File: src/rtl/traceback_if.sv
// Direction-memory read port and edit-op stream between the traceback unit and its neighbours.
interface traceback_if #(
  parameter int unsigned ROW_W = 10,
  parameter int unsigned COL_W = 6
) ();
  logic                   mem_rd;
  logic [ROW_W+COL_W-1:0] mem_addr;
  logic [3:0]             mem_data;
  logic [1:0]             op;
  logic                   op_valid;
  logic                   op_ready;
  logic                   op_last;

  modport master (
    output mem_rd,
    output mem_addr,
    input  mem_data,
    output op,
    output op_valid,
    input  op_ready,
    output op_last
  );

  modport slave (
    input  mem_rd,
    input  mem_addr,
    output mem_data,
    input  op,
    input  op_valid,
    output op_ready,
    input  op_last
  );
endinterface

File: src/rtl/traceback_unit.sv
// Affine-gap traceback: walks the direction matrices from (row_end, col_end) back to the origin
// and streams the alignment as M/I/D ops in reverse order.
module traceback_unit #(
  parameter int unsigned ROW_W = 10,
  parameter int unsigned COL_W = 6
) (
  input  logic             i_clk,
  input  logic             i_rst_n,
  input  logic             i_start,
  input  logic [ROW_W-1:0] i_row_end,
  input  logic [COL_W:0]   i_col_end,
  output logic             o_busy,
  output logic             o_done,
  output logic             o_err,
  output logic [ROW_W+1:0] o_len,
  traceback_if.master      bus
);

  typedef enum logic [2:0] {StIdle, StFetch, StEval, StEmit, StDone} state_e;
  typedef enum logic [1:0] {MatV, MatI, MatD} mat_e;

  localparam logic [1:0] OpM = 2'd0;
  localparam logic [1:0] OpI = 2'd1;
  localparam logic [1:0] OpD = 2'd2;

  state_e           state_q, state_d;
  mat_e             mat_q, mat_d;
  mat_e             nmat_q, nmat_d;
  logic [ROW_W-1:0] r_q, r_d;
  logic [COL_W:0]   c_q, c_d;
  logic [3:0]       word_q, word_d;
  logic             reeval_q, reeval_d;
  logic [1:0]       op_q, op_d;
  logic [ROW_W+1:0] len_q, len_d;
  logic             err_q, err_d;

  logic [3:0]       word;
  logic [ROW_W-1:0] r_m1, r_nx;
  logic [COL_W:0]   c_m1, c_nx;
  logic             last;
  logic             fetch;

  // A V->I/D switch re-evaluates the word already captured instead of re-reading memory.
  assign word = reeval_q ? word_q : bus.mem_data;
  assign r_m1 = r_q - 1'b1;
  assign c_m1 = c_q - 1'b1;

  // Coordinates after the pending op is accepted.
  always_comb begin
    r_nx = r_q;
    c_nx = c_q;
    case (op_q)
      OpM: begin
        r_nx = r_m1;
        c_nx = c_m1;
      end
      OpI:     c_nx = c_m1;
      default: r_nx = r_m1;
    endcase
  end

  assign last = (r_nx == '0) && (c_nx == '0);

  always_comb begin
    state_d  = state_q;
    mat_d    = mat_q;
    nmat_d   = nmat_q;
    r_d      = r_q;
    c_d      = c_q;
    word_d   = word_q;
    reeval_d = reeval_q;
    op_d     = op_q;
    len_d    = len_q;
    err_d    = err_q;
    unique case (state_q)
      StIdle: begin
        if (i_start) begin
          r_d      = i_row_end;
          c_d      = i_col_end;
          mat_d    = MatV;
          nmat_d   = MatV;
          len_d    = '0;
          err_d    = 1'b0;
          reeval_d = 1'b0;
          if ((i_row_end == '0) && (i_col_end == '0)) begin
            state_d = StDone;
          end else if ((i_row_end == '0) || (i_col_end == '0)) begin
            op_d    = (i_col_end != '0) ? OpI : OpD;
            state_d = StEmit;
          end else begin
            state_d = StFetch;
          end
        end
      end
      StFetch: begin
        reeval_d = 1'b0;
        state_d  = StEval;
      end
      StEval: begin
        word_d   = word;
        reeval_d = 1'b1;
        case (mat_q)
          MatV: begin
            case (word[1:0])
              2'd0: begin
                op_d    = OpM;
                nmat_d  = MatV;
                state_d = StEmit;
              end
              2'd1: mat_d = MatI;
              2'd2: mat_d = MatD;
              default: begin
                err_d   = 1'b1;
                state_d = StDone;
              end
            endcase
          end
          MatI: begin
            op_d    = OpI;
            nmat_d  = word[2] ? MatI : MatV;
            state_d = StEmit;
          end
          MatD: begin
            op_d    = OpD;
            nmat_d  = word[3] ? MatD : MatV;
            state_d = StEmit;
          end
          default: begin
            err_d   = 1'b1;
            state_d = StDone;
          end
        endcase
      end
      StEmit: begin
        if (bus.op_ready) begin
          r_d   = r_nx;
          c_d   = c_nx;
          mat_d = nmat_q;
          len_d = len_q + 1'b1;
          if (last) begin
            state_d = StDone;
          end else if ((r_nx == '0) || (c_nx == '0)) begin
            op_d    = (c_nx != '0) ? OpI : OpD;
            state_d = StEmit;
          end else begin
            state_d = StFetch;
          end
        end
      end
      StDone:  state_d = StIdle;
      default: state_d = StIdle;
    endcase
  end

  always_ff @(posedge i_clk or negedge i_rst_n) begin
    if (!i_rst_n) begin
      state_q  <= StIdle;
      mat_q    <= MatV;
      nmat_q   <= MatV;
      r_q      <= '0;
      c_q      <= '0;
      word_q   <= '0;
      reeval_q <= 1'b0;
      op_q     <= OpM;
      len_q    <= '0;
      err_q    <= 1'b0;
    end else begin
      state_q  <= state_d;
      mat_q    <= mat_d;
      nmat_q   <= nmat_d;
      r_q      <= r_d;
      c_q      <= c_d;
      word_q   <= word_d;
      reeval_q <= reeval_d;
      op_q     <= op_d;
      len_q    <= len_d;
      err_q    <= err_d;
    end
  end

  assign fetch        = (state_q == StFetch);
  assign bus.mem_rd   = fetch;
  assign bus.mem_addr = fetch ? {r_m1, c_m1[COL_W-1:0]} : '0;
  assign bus.op       = op_q;
  assign bus.op_valid = (state_q == StEmit);
  assign bus.op_last  = (state_q == StEmit) && last;

  assign o_busy = (state_q != StIdle);
  assign o_done = (state_q == StDone);
  assign o_err  = (state_q == StDone) && err_q;
  assign o_len  = len_q;

endmodule

File: src/flat_wrapper.sv
// flat-port wrapper written by rule: the top's interface ports become plain ports
module traceback_unit_flat 
#(
  parameter int unsigned ROW_W = 10,
  parameter int unsigned COL_W = 6
)
  (i_clk, i_rst_n, i_start, i_row_end, i_col_end, o_busy, o_done, o_err, o_len, bus_mem_rd, bus_mem_addr, bus_mem_data, bus_op, bus_op_valid, bus_op_ready, bus_op_last);
  traceback_if #(.ROW_W(ROW_W), .COL_W(COL_W)) bus_i ();
  input  logic i_clk;
  input  logic i_rst_n;
  input  logic i_start;
  input  logic [ROW_W-1:0] i_row_end;
  input  logic [COL_W:0] i_col_end;
  output logic o_busy;
  output logic o_done;
  output logic o_err;
  output logic [ROW_W+1:0] o_len;
  output wire logic [$bits(bus_i.mem_rd)-1:0] bus_mem_rd;
  output wire logic [$bits(bus_i.mem_addr)-1:0] bus_mem_addr;
  input wire logic [$bits(bus_i.mem_data)-1:0] bus_mem_data;
  output wire logic [$bits(bus_i.op)-1:0] bus_op;
  output wire logic [$bits(bus_i.op_valid)-1:0] bus_op_valid;
  input wire logic [$bits(bus_i.op_ready)-1:0] bus_op_ready;
  output wire logic [$bits(bus_i.op_last)-1:0] bus_op_last;
  assign bus_mem_rd = bus_i.mem_rd;
  assign bus_mem_addr = bus_i.mem_addr;
  assign bus_i.mem_data = bus_mem_data;
  assign bus_op = bus_i.op;
  assign bus_op_valid = bus_i.op_valid;
  assign bus_i.op_ready = bus_op_ready;
  assign bus_op_last = bus_i.op_last;
  traceback_unit #(.ROW_W(ROW_W), .COL_W(COL_W)) u_core (.i_clk(i_clk), .i_rst_n(i_rst_n), .i_start(i_start), .i_row_end(i_row_end), .i_col_end(i_col_end), .o_busy(o_busy), .o_done(o_done), .o_err(o_err), .o_len(o_len), .bus(bus_i));
endmodule
File: config.mk
export PLATFORM = sky130hd
export DESIGN_NAME = traceback_unit_flat
export DESIGN_NICKNAME = d
export VERILOG_FILES = /design/src/rtl/traceback_if.sv /design/src/rtl/traceback_unit.sv /design/src/flat_wrapper.sv
export SDC_FILE = /design/constraint.sdc
export NUM_CORES = 1
export LEC_CHECK = 0
export CAP_MARGIN = 10
export CORE_MARGIN = 4
export CORE_UTILIZATION = 30
export CTS_CLUSTER_DIAMETER = 150
export CTS_CLUSTER_SIZE = 8
export DETAILED_ROUTE_END_ITERATION = 10
export REMOVE_ABC_BUFFERS = 1
export SETUP_SLACK_MARGIN = 0.4
export SLEW_MARGIN = 20
export SYNTH_ARGS = -nofsm -noshare
export SYNTH_HDL_FRONTEND = slang
export SYNTH_SLANG_ARGS = --single-unit
export TNS_END_PERCENT = 10
File: constraint.sdc
create_clock -name i_clk -period 3.7 [get_ports i_clk]
set_input_delay 0.74 -clock i_clk [delete_from_list [all_inputs] [get_ports i_clk]]
set_output_delay 0.74 -clock i_clk [all_outputs]
set_load 0.02 [all_outputs]
==> key figures, run 1 <==
Drt
  • Via-to-Cell Ratio: 5.42
  • Post-route ant nets: 0
  • DRT Pass-1 Iters: 6
  • Drt drc: 0
  • Routed WL: 9.05 mm
  • Routed via count: ~3,100
  • Routed wire length per instance: 15.8 um
  • DRT iter0 DRCs: 167

Die
  • Starting density of the core: a little under a third
  • Die W: 111 um
  • Die ar.: between 10,000 and 15,000 um2
  • Core Area: 10,300 um2
  • # rows: 37
  • I/O pin count: 61
  • Die height: ~110 um

Clock tree
  • # clock sinks: 44
  • Clock transition at path regs: 90 ps
  • # hold bufs at CTS: 0
  • Worst skew pair latency: 290 ps
  • CTS tree: done
  • H-tree levels: 2
  • Root Driver: clkbuf_8
  • CTS buffer count: 5
  • Clock buffer depth: 2

Placement
  • Setup WS pre-CTS: 228 ps
  • Cell area after placement: 3930 um2
  • Placed cells: 564
  • Final GP Congestion: approximately 0.86
  • Port bufs: 60
  • DP Wirelength: 6.72 mm

Job
  • Max Cap Viol: 0

Power
  • Total Power: a little under 3 mW
  • Pwr per Cell Area: 729 nW/um2
  • VDD IR-drop max: between 0.2 and 0.25 mV
  • Leak pwr: 1.67 nW

Logic synthesis
  • Sequential element share of the synthesized area: between 30 and 40%
  • Yosys reg bits: 44
  • Top cell type's share of synthesized area: 34.6%
  • Cell taking the most area after synthesis: dfrtp_1
  • EDFF count, synth: 0
  • Cell count after synthesis: 380
  • Yosys warning count: 0
  • Top-count cell post-synth: dfrtp_1
  • Top cells by count, synth: dfrtp_1 (44), nor2_1 (40), nand2_1 (36)
  • Top FF cell, synth: dfrtp_1
  • Mean Syn Cell Area: ~8.4 um2
  • Async SR Flop Fraction: 100%
  • Mapped Area: approximately 3200 um2
  • Synth cell types: 63
  • Main area contributors after synthesis: dfrtp_1 (35%), ha_1 (5.9%), nor2_1 (4.7%)

Timing
  • Relative slew margins: 54.2%
  • Layout Skew: 9.90 ps
  • Fin. Hold Viols: 0
  • Worst slew pin tran: 686 ps
  • Fin crit period: 3250 ps
  • Setup Viol. Count Final: 0
  • Setup slack after layout: between 400 and 500 ps
  • Fmax: 308 MHz
  • Total negative slack: 0 ps
  • Tcrit/Tclk final: 87.9%
  • RSZ-0062 raised after global routing: true
  • Slew Viols, Final: 0

Critical path
  • Endpoint class of the critical path: output port
  • CP max FO: 8
  • FF-to-FF setup slack: about 1200 ps
  • Worst flop-to-flop path startpoint: u_core.r_q[1]
  • Worst setup SP type: flop
  • CP required: 2960 ps
  • Setup Crit Path Kind: reg -> out
  • Capturing point of the worst reg2reg path: u_core.bus.op[0]
  • WP data arrival: about 2500 ps
  • Worst reg-to-reg path cell count: 9

Global route
  • Total track usage: 14.7%
  • Overflow after GRT: 0
  • Vias in the first global route: around 3,100
  • Antenna violations before repair: 0
  • Largest net degree at the start of global routing: 45
  • First-pass GRT wire length: between 15 and 20 mm

Layout
  • Fin area: 4060 um2
  • Layout cells sized above 1: 9.63%
  • Post-Layout Cell Count: approximately 570
  • P&R area growth vs syn: 27.7%
  • Fin nets: 476
  • Number of antenna diodes: 0

Hold path
  • Worst min path class: in -> async

Outcome
  • Status: completed
flip-flops by register name, summed over array words and instances, names as in the netlist:
name / count
u_core.err_q: 1
u_core.nmat_q: 2
u_core.word_q: 4
u_core.mat_q: 2
u_core.bus.op: 2
u_core.r_q: 10
u_core.c_q: 7
u_core.o_len: 12
u_core.state_q: 3
u_core.reeval_q: 1
layer usage:
| metal | vias up | wire length (um) | track usage (%) |
|---|---|---|---|
| met3 | 10 | 482 | 2.78 |
| met4 | 0 | 83 | 2.79 |
| met1 | 1505 | 4120 | 19.8 |
| li1 | 1494 | - | - |
| met5 | - | 0 | 0 |
| met2 | 89 | 4360 | 24.8 |
stage by stage:
stage / hold WS [ps] / util [%]
3_3_place_gp: 466 / 38.1
3_5_place_dp: 476 / 38.1
4_1_cts: 495 / 39.2
2_1_floorplan: 444 / -
5_1_grt: 493 / 39.3
6_report: 440 / 39.3
worst max path at each step:
stage,startpoint,endpoint,slack [ps],depth (start not counted)
2_1_floorplan,u_core.r_q[0],bus_op_last,850,7
3_3_place_gp,u_core.r_q[1],bus_op_last,320,8
3_5_place_dp,u_core.c_q[0],bus_op_last,230,10
4_1_cts,u_core.r_q[1],bus_op_last,420,8
5_1_grt,u_core.r_q[0],bus_mem_addr[14],310,9
6_report,u_core.r_q[0],bus_mem_addr[14],450,9
what timing repair did:
item,in CTS,in global routing
hold endpoints to repair,0,0
resized for setup,8,3
cloned,0,0
endpoints found under the setup margin,1,4
pin swaps,0,1
buffers inserted,0,1
layout by cell type (no fill, tap or decap), types with 6 or more instances in the layout:
cell type / instances
mux2_2: 6
nor3_1: 9
xor2_1: 6
buf_4: 13
xnor2_1: 11
nand3_1: 12
nor2_1: 40
inv_1: 19
dfrtp_1: 44
clkdlybuf4s50_1: 58
o21ai_0: 20
nand2_1: 36
ha_1: 14
nand4_1: 6
a21oi_1: 25
a31oi_1: 7
power by group:
part / switching [mW] / total (mW) / internal, mW
clock network: 0.167 / 0.295 / 0.128
registers: 0.224 / 0.866 / 0.642
logic: 1.03 / 1.80 / 0.763
critical path, cell delays in order, from the launching register on:
cell and delay, ps:
dfrtp_1 390, buf_4 170, inv_1 70, ha_1 260, nor3b_1 220, buf_4 190
nand2_1 70, xor2_1 160, nor2_1 80, clkdlybuf4s50_1 610
kinds of logic (layout without fill, tap and decap cells):
logic type | count (synthesis) | count (layout) | synth area share [%]
XOR/XNOR | 17 | 17 | 4.68
buffers and inverters | 43 | 99 | 5.35
multiplexers | 10 | 10 | 3.38
AO/OA/AOI/OAI | 100 | 100 | 22.1
adder cells (fa/ha/maj) | 15 | 15 | 5.90
AND/OR/NAND/NOR | 151 | 151 | 23.9
flip-flops | 44 | 44 | 34.6
final cells by class:
| type | instances | area (um2) |
|---|---|---|
| flip-flops and latches | 44 | 1100 |
| multi-input cells | 293 | 1950 |
| fillers | 1049 | 6260 |
| repair buffers | 72 | 683 |
| well taps | 136 | 170 |
| inverters | 20 | 75.1 |
| clock inverters | 2 | 12.5 |
| clock buffers | 5 | 68.8 |
Power figures use the tool's default switching activity.
==> inputs of run 2 (changes only) <==
==> constraint.sdc (replaced) <==
create_clock -name i_clk -period 3.7 [get_ports i_clk]
set_input_delay 0.37 -clock i_clk [delete_from_list [all_inputs] [get_ports i_clk]]
set_output_delay 0.37 -clock i_clk [all_outputs]
set_load 0.02 [all_outputs]
==> key figures, run 2 (same netlist as run 1, synthesis figures left out) <==
Outcome
  • Status: completed

Die
  • Core Area: a little over 10,000 um2
  • I/O pin count: 61
  • Die W: 111 um
  • Die ar.: 12,300 um2
  • Starting density of the core: a little under a third
  • # rows: 37
  • Die height: approximately 110 um

Clock tree
  • Worst skew pair latency: around 300 ps
  • # Post-CTS Setup Buffers: 0
  • # clock sinks: 44
  • Post-CTS sizing: 4
  • Root Driver: clkbuf_8
  • CTS tree: done
  • H-tree levels: 2
  • CTS buffer count: 5
  • # hold bufs at CTS: 0
  • Clock buffer depth: 2
  • Clock transition at path regs: 90 ps

Layout
  • Number of antenna diodes: 0
  • Fillers: approximately 1,100
  • Post-Layout Cell Count: 565
  • Commonest non-fill, non-tap cell in the layout: clkdlybuf4s50_1
  • Layout cells sized above 1: under 10%
  • Most frequent cells in the layout: clkdlybuf4s50_1 (58), dfrtp_1 (44), nor2_1 (40), nand2_1 (36), a21oi_1 (25)
  • Fin area: between 4000 and 5000 um2
  • Fin nets: 468
  • P&R area growth vs syn: 26.0%
  • Largest register FFs: 12

Critical path
  • Worst path cell trace: nand2_1 > a21oi_1 > clkdlybuf4s50_1
  • CP delay by family, top: flip-flops
  • Endpoint class of the critical path: output port
  • WP data arrival: roughly 2800 ps
  • Worst setup SP type: flop
  • FF-to-FF setup slack: between 1000 and 1500 ps
  • Max stage delay on crit path: 760 ps
  • CP max FO: 23
  • CP max stage cell: dfrtp_1
  • CP Buf/Inv Count: 1
  • CP required: 3330 ps
  • Setup Crit Path Kind: reg -> out

Global route
  • Overflow after GRT: 0
  • Total track usage: between 10 and 15%
  • Grt peak-use layer: met2
  • First-pass GRT wire length: around 15 mm
  • Antenna violations before repair: 0
  • GR Util met1: 19.5%
  • GRT met2 Usage: between 20% and 30%
  • Met3 usage in global routing: 2.84%
  • Vias in the first global route: 2,983
  • Largest net degree at the start of global routing: 45

Timing
  • RSZ-0062 raised after global routing: false
  • Worst slew pin tran: 793 ps
  • Relative slew margins: between 40% and 50%
  • Tcrit/Tclk final: 84.3%
  • Total negative slack: 0 ps
  • Fin crit period: 3120 ps
  • Setup Viol. Count Final: 0
  • Fmax: about 320 MHz
  • Fin. Hold Viols: 0
  • Slew Viols, Final: 0
  • Worst hold margin: ~57 ps
  • Layout Skew: 9.76 ps
  • Setup slack after layout: 581 ps

Drt
  • Via-to-Cell Ratio: ~5.3
  • Routed WL: slightly below 9 mm
  • DRT Pass-1 Iters: 5
  • Post-route ant nets: 0
  • Routed wire length per instance: 15.4 um
  • Routed via count: 3,020
  • DRT iter0 DRCs: 183
  • Drt drc: 0

Power
  • P_int: 1.54 mW
  • Sw Pwr: around 1.4 mW
  • Clock power frac: about an eighth
  • Pwr per Cell Area: 730 nW/um2
  • VDD IR-drop max: between 0.2 and 0.25 mV
  • Leak pwr: ~1.6 nW
  • Seq pwr share: 31.4%
  • Sw frac: 47.3%
  • Comb pwr share: 55.8%

Placement
  • Cell area after placement: 3880 um2
  • Final GP Congestion: approximately 0.84
  • Placed cells: 557
  • Setup WS pre-CTS: 595 ps
  • Port bufs: 60
  • DP Wirelength: about 6.4 mm

Hold path
  • Worst min path class: in -> async

Job
  • Max Cap Viol: 0
==> run 2: worst paths after layout <==
check | start | to | cells past startpoint
worst min-delay path | i_rst_n | u_core.r_q[7] | 1
worst max-delay path | u_core.state_q[0] | bus_mem_addr[9] | 3
worst max register to register | u_core.r_q[0] | u_core.bus.op[1] | 9
max in group asynchronous | i_rst_n | u_core.state_q[1] | 1
min in group i_clk | u_core.word_q[0] | u_core.word_q[0] | 2
worst min register to register | u_core.word_q[0] | u_core.word_q[0] | 2
==> run 2: power by group through the flow <==
stage,sequential (mW),combinational (mW),clock (mW)
after floorplan,0.878,1.07,0
after global placement,0.905,1.62,0
after detailed placement,0.917,1.63,0
after CTS,0.913,1.65,0.391
after global routing,0.957,1.81,0.408
final,0.919,1.63,0.375
==> run 2: area by class of cell <==
type / count / area [um2] / area share, %
inverters: 20 / 75.1 / 1.87
clock inverters: 3 / 42.5 / 1.06
multi-input cells: 293 / 1920 / 48.0
clock buffers: 5 / 68.8 / 1.72
flip-flops and latches: 44 / 1100 / 27.5
repair buffers: 64 / 627 / 15.6
well taps: 136 / 170 / 4.25
==> run 2: through the flow <==
step	utilization (%)	total power [mW]
floorplan	-	1.94
global placement	37.6	2.52
detailed placement	37.6	2.55
CTS	38.8	2.95
global route	38.8	3.18
finish	38.8	2.93
==> run 2: metal layers <==
| layer | share of wire, % | routed length, um | up-vias |
|---|---|---|---|
| met5 | 0 | 0 | - |
| met4 | 2.0 | 172 | 0 |
| met3 | 5.0 | 436 | 16 |
| met2 | 47 | 4060 | 86 |
| met1 | 46 | 4010 | 1439 |
| li1 | - | - | 1479 |
